### src/rtl/digit_serial_subtractor.sv
// Digit-serial ripple-borrow subtractor: diff = a - b - bin, DIGIT bits per clock, LSB digit first.
// Optional signed-overflow flag enabled by defining SUBTRACTOR_OVF_EN; otherwise ovf_o is tied to 0.
module digit_serial_subtractor #(
  parameter int BITS  = 8,
  parameter int DIGIT = 2
) (
  input  logic            clk_i,
  input  logic            rst_i,
  input  logic            in_valid_i,
  output logic            in_ready_o,
  input  logic [BITS-1:0] a_i,
  input  logic [BITS-1:0] b_i,
  input  logic            bin_i,
  output logic            out_valid_o,
  input  logic            out_ready_i,
  output logic [BITS-1:0] diff_o,
  output logic            bout_o,
  output logic            ovf_o,
  output logic [1:0]      state_o
);

  localparam int N     = BITS / DIGIT;
  localparam int CNT_W = (N > 1) ? $clog2(N) : 1;
  localparam logic [CNT_W-1:0] LAST_CNT = CNT_W'(N - 1);

  typedef enum logic [1:0] {
    IDLE = 2'd0,
    RUN  = 2'd1,
    DONE = 2'd2
  } state_e;

  state_e state_q, state_d;

  logic [BITS-1:0]  a_q, b_q, diff_q, diff_d;
  logic             borrow_q, bout_q;
  logic [CNT_W-1:0] cnt_q;
  logic [DIGIT-1:0] a_sl, b_sl;
  logic [DIGIT:0]   slice_res;
  logic             accept, run_last;

  // Handshakes: a transfer happens on a rising edge where valid and ready are both high;
  // valid never waits on ready, and the offered data is held until that edge.
  assign accept   = in_valid_i & in_ready_o;
  assign run_last = (state_q == RUN) && (cnt_q == LAST_CNT);

  always_ff @(posedge clk_i) begin
    if (rst_i) begin
      state_q <= IDLE;
    end else begin
      state_q <= state_d;
    end
  end

  always_comb begin
    state_d = state_q;
    case (state_q)
      IDLE:    if (in_valid_i) state_d = RUN;
      RUN:     if (cnt_q == LAST_CNT) state_d = DONE;
      DONE:    if (out_ready_i) state_d = IDLE;
      default: state_d = IDLE;
    endcase
  end

  always_comb begin
    in_ready_o  = (state_q == IDLE) && !rst_i;
    out_valid_o = (state_q == DONE);
    state_o     = state_q;
  end

  // One digit of ripple-borrow: widen by one bit so the borrow lands in the MSB.
  always_comb begin
    a_sl      = a_q[int'(cnt_q) * DIGIT +: DIGIT];
    b_sl      = b_q[int'(cnt_q) * DIGIT +: DIGIT];
    slice_res = {1'b0, a_sl} - {1'b0, b_sl} - {{DIGIT{1'b0}}, borrow_q};
    diff_d    = diff_q;
    diff_d[int'(cnt_q) * DIGIT +: DIGIT] = slice_res[DIGIT-1:0];
  end

  always_ff @(posedge clk_i) begin
    if (rst_i) begin
      a_q      <= '0;
      b_q      <= '0;
      diff_q   <= '0;
      borrow_q <= 1'b0;
      bout_q   <= 1'b0;
      cnt_q    <= '0;
    end else if (accept) begin
      a_q      <= a_i;
      b_q      <= b_i;
      diff_q   <= '0;
      borrow_q <= bin_i;
      bout_q   <= 1'b0;
      cnt_q    <= '0;
    end else if (state_q == RUN) begin
      diff_q   <= diff_d;
      borrow_q <= slice_res[DIGIT];
      cnt_q    <= run_last ? '0 : cnt_q + CNT_W'(1);
      if (run_last) bout_q <= slice_res[DIGIT];
    end
  end

  assign diff_o = diff_q;
  assign bout_o = bout_q;

`ifdef SUBTRACTOR_OVF_EN
  logic ovf_q, ovf_d;

  // Overflow only possible when operand signs differ; the final MSB is taken from diff_d.
  assign ovf_d = (a_q[BITS-1] != b_q[BITS-1]) && (diff_d[BITS-1] != a_q[BITS-1]);

  always_ff @(posedge clk_i) begin
    if (rst_i || accept) begin
      ovf_q <= 1'b0;
    end else if (run_last) begin
      ovf_q <= ovf_d;
    end
  end

  assign ovf_o = ovf_q;
`else
  assign ovf_o = 1'b0;
`endif

endmodule

### config.mk
export PLATFORM = sky130hd
export DESIGN_NAME = digit_serial_subtractor
export DESIGN_NICKNAME = d
export VERILOG_FILES = /design/src/rtl/digit_serial_subtractor.sv
export SDC_FILE = /design/constraint.sdc
export NUM_CORES = 1
export LEC_CHECK = 0
export BUFFER_PORTS_ARGS = -buffer_cell sky130_fd_sc_hd__buf_4
export CAP_MARGIN = 30
export CORE_MARGIN = 2
export CORE_UTILIZATION = 56
export CTS_CLUSTER_SIZE = 8
export DETAILED_ROUTE_END_ITERATION = 7
export PLACE_DENSITY = 0.83
export SLEW_MARGIN = 20
export SYNTH_ARGS = -nofsm -noshare
export SYNTH_HDL_FRONTEND = slang
export SYNTH_SLANG_ARGS = --single-unit
export TNS_END_PERCENT = 1
### constraint.sdc
create_clock -name clk_i -period 6 [get_ports clk_i]
set_input_delay 0 -clock clk_i [delete_from_list [all_inputs] [get_ports clk_i]]
set_output_delay 0 -clock clk_i [all_outputs]
set_load 0.01 [all_outputs]
==> impl_metrics.tcl <==
set metrics [dict create \
    cts.repair.resized 0 \
    numCtsBuffers 5 \
    track_usage_pct 27.87 \
    synth.most_common_cell "dfxtp_1" \
    reg2reg_to "diff_o[5]$_SDFFE_PP0P_" \
    skew_ns 0.009454 \
    core_area_um2 2455 \
    tightestPinTransition_ns 0.9436 \
    grt_pass1_wl_um 5685 \
    nFillCells 142 \
    critical-path-max-stage-delay_ns 0.76 \
    synth_top_family_by_area "simple AND/OR/NAND/NOR gates" \
    grt_max_degree 19 \
    synth_adder_area_share_pct 8.007 \
    critical_path_class "reg -> reg" \
    rsz0062_at_grt "false" \
    die_x_um 54.67 \
    grt_use_met1_pct 29.01 \
    start_kind "register" \
    dpl.hpwl_um 2262 \
    post-cts-setup-buffers 0 \
    clkSinkCount 30 \
    io_buffer_count 33 \
    h-tree-depth 2 \
    ir_drop_v 0.0002445 \
    via_count 1247 \
    die_y_um 54.67 \
    die_area_um2 2988 \
    syn_avg_cell_area_um2 10.97 \
    wl_per_cell_um 17.20 \
    clockRootBuffer "clkbuf_4" \
    grt_use_met2_pct 50.79 \
    dr.pass1.iters 4 \
    netlist_area_um2 1438 \
    initial_core_util_pct 58.56 \
    status "finished, final reports clean" \
    path_cells "mux4_1 > fa_1 > inv_1 > fa_1 > or3b_1 > a21oi_1" \
    yosysWarnings 0 \
    io-pin-count 35 \
    synth_edf_count 0 \
    power_density_nw_per_um2 240.3 \
    synth-async-reset-ratio_pct 0 \
    startpoint "cnt_q[0]$_SDFFE_PP0P_" \
    grt_use_met3_pct 7.923 \
    slowest_stage "dfxtp_1" \
    relSlewSlack_pct 36.83 \
    drc 0 \
    synth_compound_area_share_pct 16.19 \
    num_rows 18 \
    finalSetupViolCount 0 \
    cts_buffer_depth 2 \
    critPathMaxFanout 15 \
    clkLatencyLatePin_ns 0.33 \
    cpMostUsedCell "fa_1" \
    finalHoldViolCount 0 \
    cap_violations 0 \
    synth_area_leaders "dfxtp_1 42%, a22o_1 9.7%, mux4_1 7.3%" \
    holdPathStages 4 \
    rr_worst_depth 6 \
    setup_tns_ns 0 \
    synth-xor-area-share_pct 0 \
    drive_above_1_share_pct 27.57 \
    ant_nets 0 \
    synth_seq_cells 30 \
    cts.clk_slew.worst_paths_ns 0.10 \
    worstPathRequired_ns 6.26 \
    yosys-top-cells-count "30 x dfxtp_1, 16 x a22o_1, 14 x nand2_1, 11 x a21oi_1, 6 x ha_1" \
    fin_nets 213 \
    yosysSeqAreaShare_pct 41.78 \
    syn-instance-count 131 \
    syn-num-nets 160 \
    cts_tree "yes" \
    fmax_mhz 334.2 \
    finalCriticalPeriod_ns 2.992 \
    ys.flop_type "dfxtp_1" \
    busiest_layer "met2" \
    gr-total-overflow 0 \
    yosys.area_share.simple_pct 19.93 \
    drt_iter0_markers 34 \
    grt_pass1_vias 1257 \
    synthMuxAreaShare_pct 8.007 \
    holdCritPathClass "in -> reg" \
    synth_cell_types 33 \
    crit_path_end_kind "register" \
    synth_top_area_cell "dfxtp_1" \
    wl_um 3697 \
    fin_crit_sh_pct 49.87 \
    place.gp.congestion 0.7597 \
    slew_viol_final 0 \
    worstReg2RegStart "cnt_q[0]$_SDFFE_PP0P_" \
    reg2reg_setup_slack_ns 3.01 \
    grt_antenna_before_repair 0 \
    cp-endpoint "diff_o[5]$_SDFFE_PP0P_" \
    yosysTopAreaCellShare_pct 41.78 \
    p_leak_nw 0.8309 \
    cp.arrival_ns 3.25 \
    finalPower_w 0.0004675 \
    antenna_cells 0 \
    syn_to_final_growth_pct 35.34 \
    avgViaCountPerCell 5.800 \
]
power breakdown:
group	switching [W]	total, W	internal [W]
logic	0.0000393	0.0000838	0.0000444
clock network	0.0000742	0.000162	0.0000874
registers	0.0000125	0.000222	0.000210
cell usage in the layout, fill, tap and decap left out, types with 4 or more instances in the layout:
master / count
nand3b_1: 5
mux4_1: 4
a22o_1: 16
ha_1: 6
inv_1: 5
buf_4: 34
dlygate4sd3_1: 19
clkbuf_4: 5
dfxtp_1: 30
a21oi_1: 11
nand2_1: 14
per-layer routing:
layer	share of wire, %	vias up
li1	-	588
met1	37	596
met2	55	48
met3	4.2	15
met4	3.7	0
met5	0	-
flip-flops by register name, indices dropped and copies added, names as in the netlist:
register and count:
b_q 8, a_q 8, state_o 2, diff_o 8
cnt_q 2, borrow_q 1, bout_o 1
per-stage QoR:
| step | cells | area, um2 | util, % | hold WS, ns | setup WS, ns |
|---|---|---|---|---|---|
| final | 215 | 1946 | 79.26 | 0.1436 | 3.008 |
| after global routing | 215 | 1946 | 79.26 | 0.1353 | 2.848 |
| after CTS | 215 | 1946 | 79.26 | 0.1435 | 3.039 |
| after detailed placement | 188 | 1673 | 68.14 | 0.2146 | 3.084 |
| after global placement | 187 | 1665 | 67.84 | 0.2103 | 3.212 |
| after floorplan | 131 | 1438 | - | 0.04670 | 3.424 |
worst max-delay path: cells and delay by family, from the launching register on:
family / cells / cell delay, ns
adders and majority gates: 2 / 0.86
DFF: 1 / 0.76
muxes: 1 / 0.65
and+or+nand+nor: 1 / 0.40
AOI/OAI and AO/OA: 1 / 0.16
buffers and inverters: 1 / 0.10
worst min-delay path by stage:
stage | startpoint | end | slack, ns
2_1_floorplan | rst_i | in_ready_o | 0.05
4_1_cts | in_valid_i | state_o[0]$_SDFFE_PP0P_ | 0.14
3_3_place_gp | b_i[4] | b_q[4]$_SDFFE_PP0P_ | 0.21
3_5_place_dp | a_i[1] | a_q[1]$_SDFFE_PP0P_ | 0.21
5_1_grt | in_valid_i | state_o[0]$_SDFFE_PP0P_ | 0.14
6_report | in_valid_i | state_o[0]$_SDFFE_PP0P_ | 0.14
cell families (layout without fill, tap and decap cells):
family                     count (synthesis)  in the layout
other                                      1              1
AOI/OAI and AO/OA                         32             32
DFF                                       30             30
and+or+nand+nor                           41             41
adders and majority gates                  8              8
muxes                                      5              5
buffers and inverters                     14             68
cell type report:
type	instances	area, um2	share of cell area, %
multi-input combinational	87	753.2	38.71
sequential	30	600.6	30.87
timing repair buffer	53	445.4	22.89
clock inverter	3	45.04	2.315
clock buffer	5	37.54	1.929
tap	30	37.54	1.929
inverter	7	26.28	1.350
repair_timing:
action                                  in CTS  in global routing
hold buffers                                19                  0
endpoints found under the hold margin       19                  0
endpoints found under the setup margin       0                  0
(Power assumes the default switching activity.)
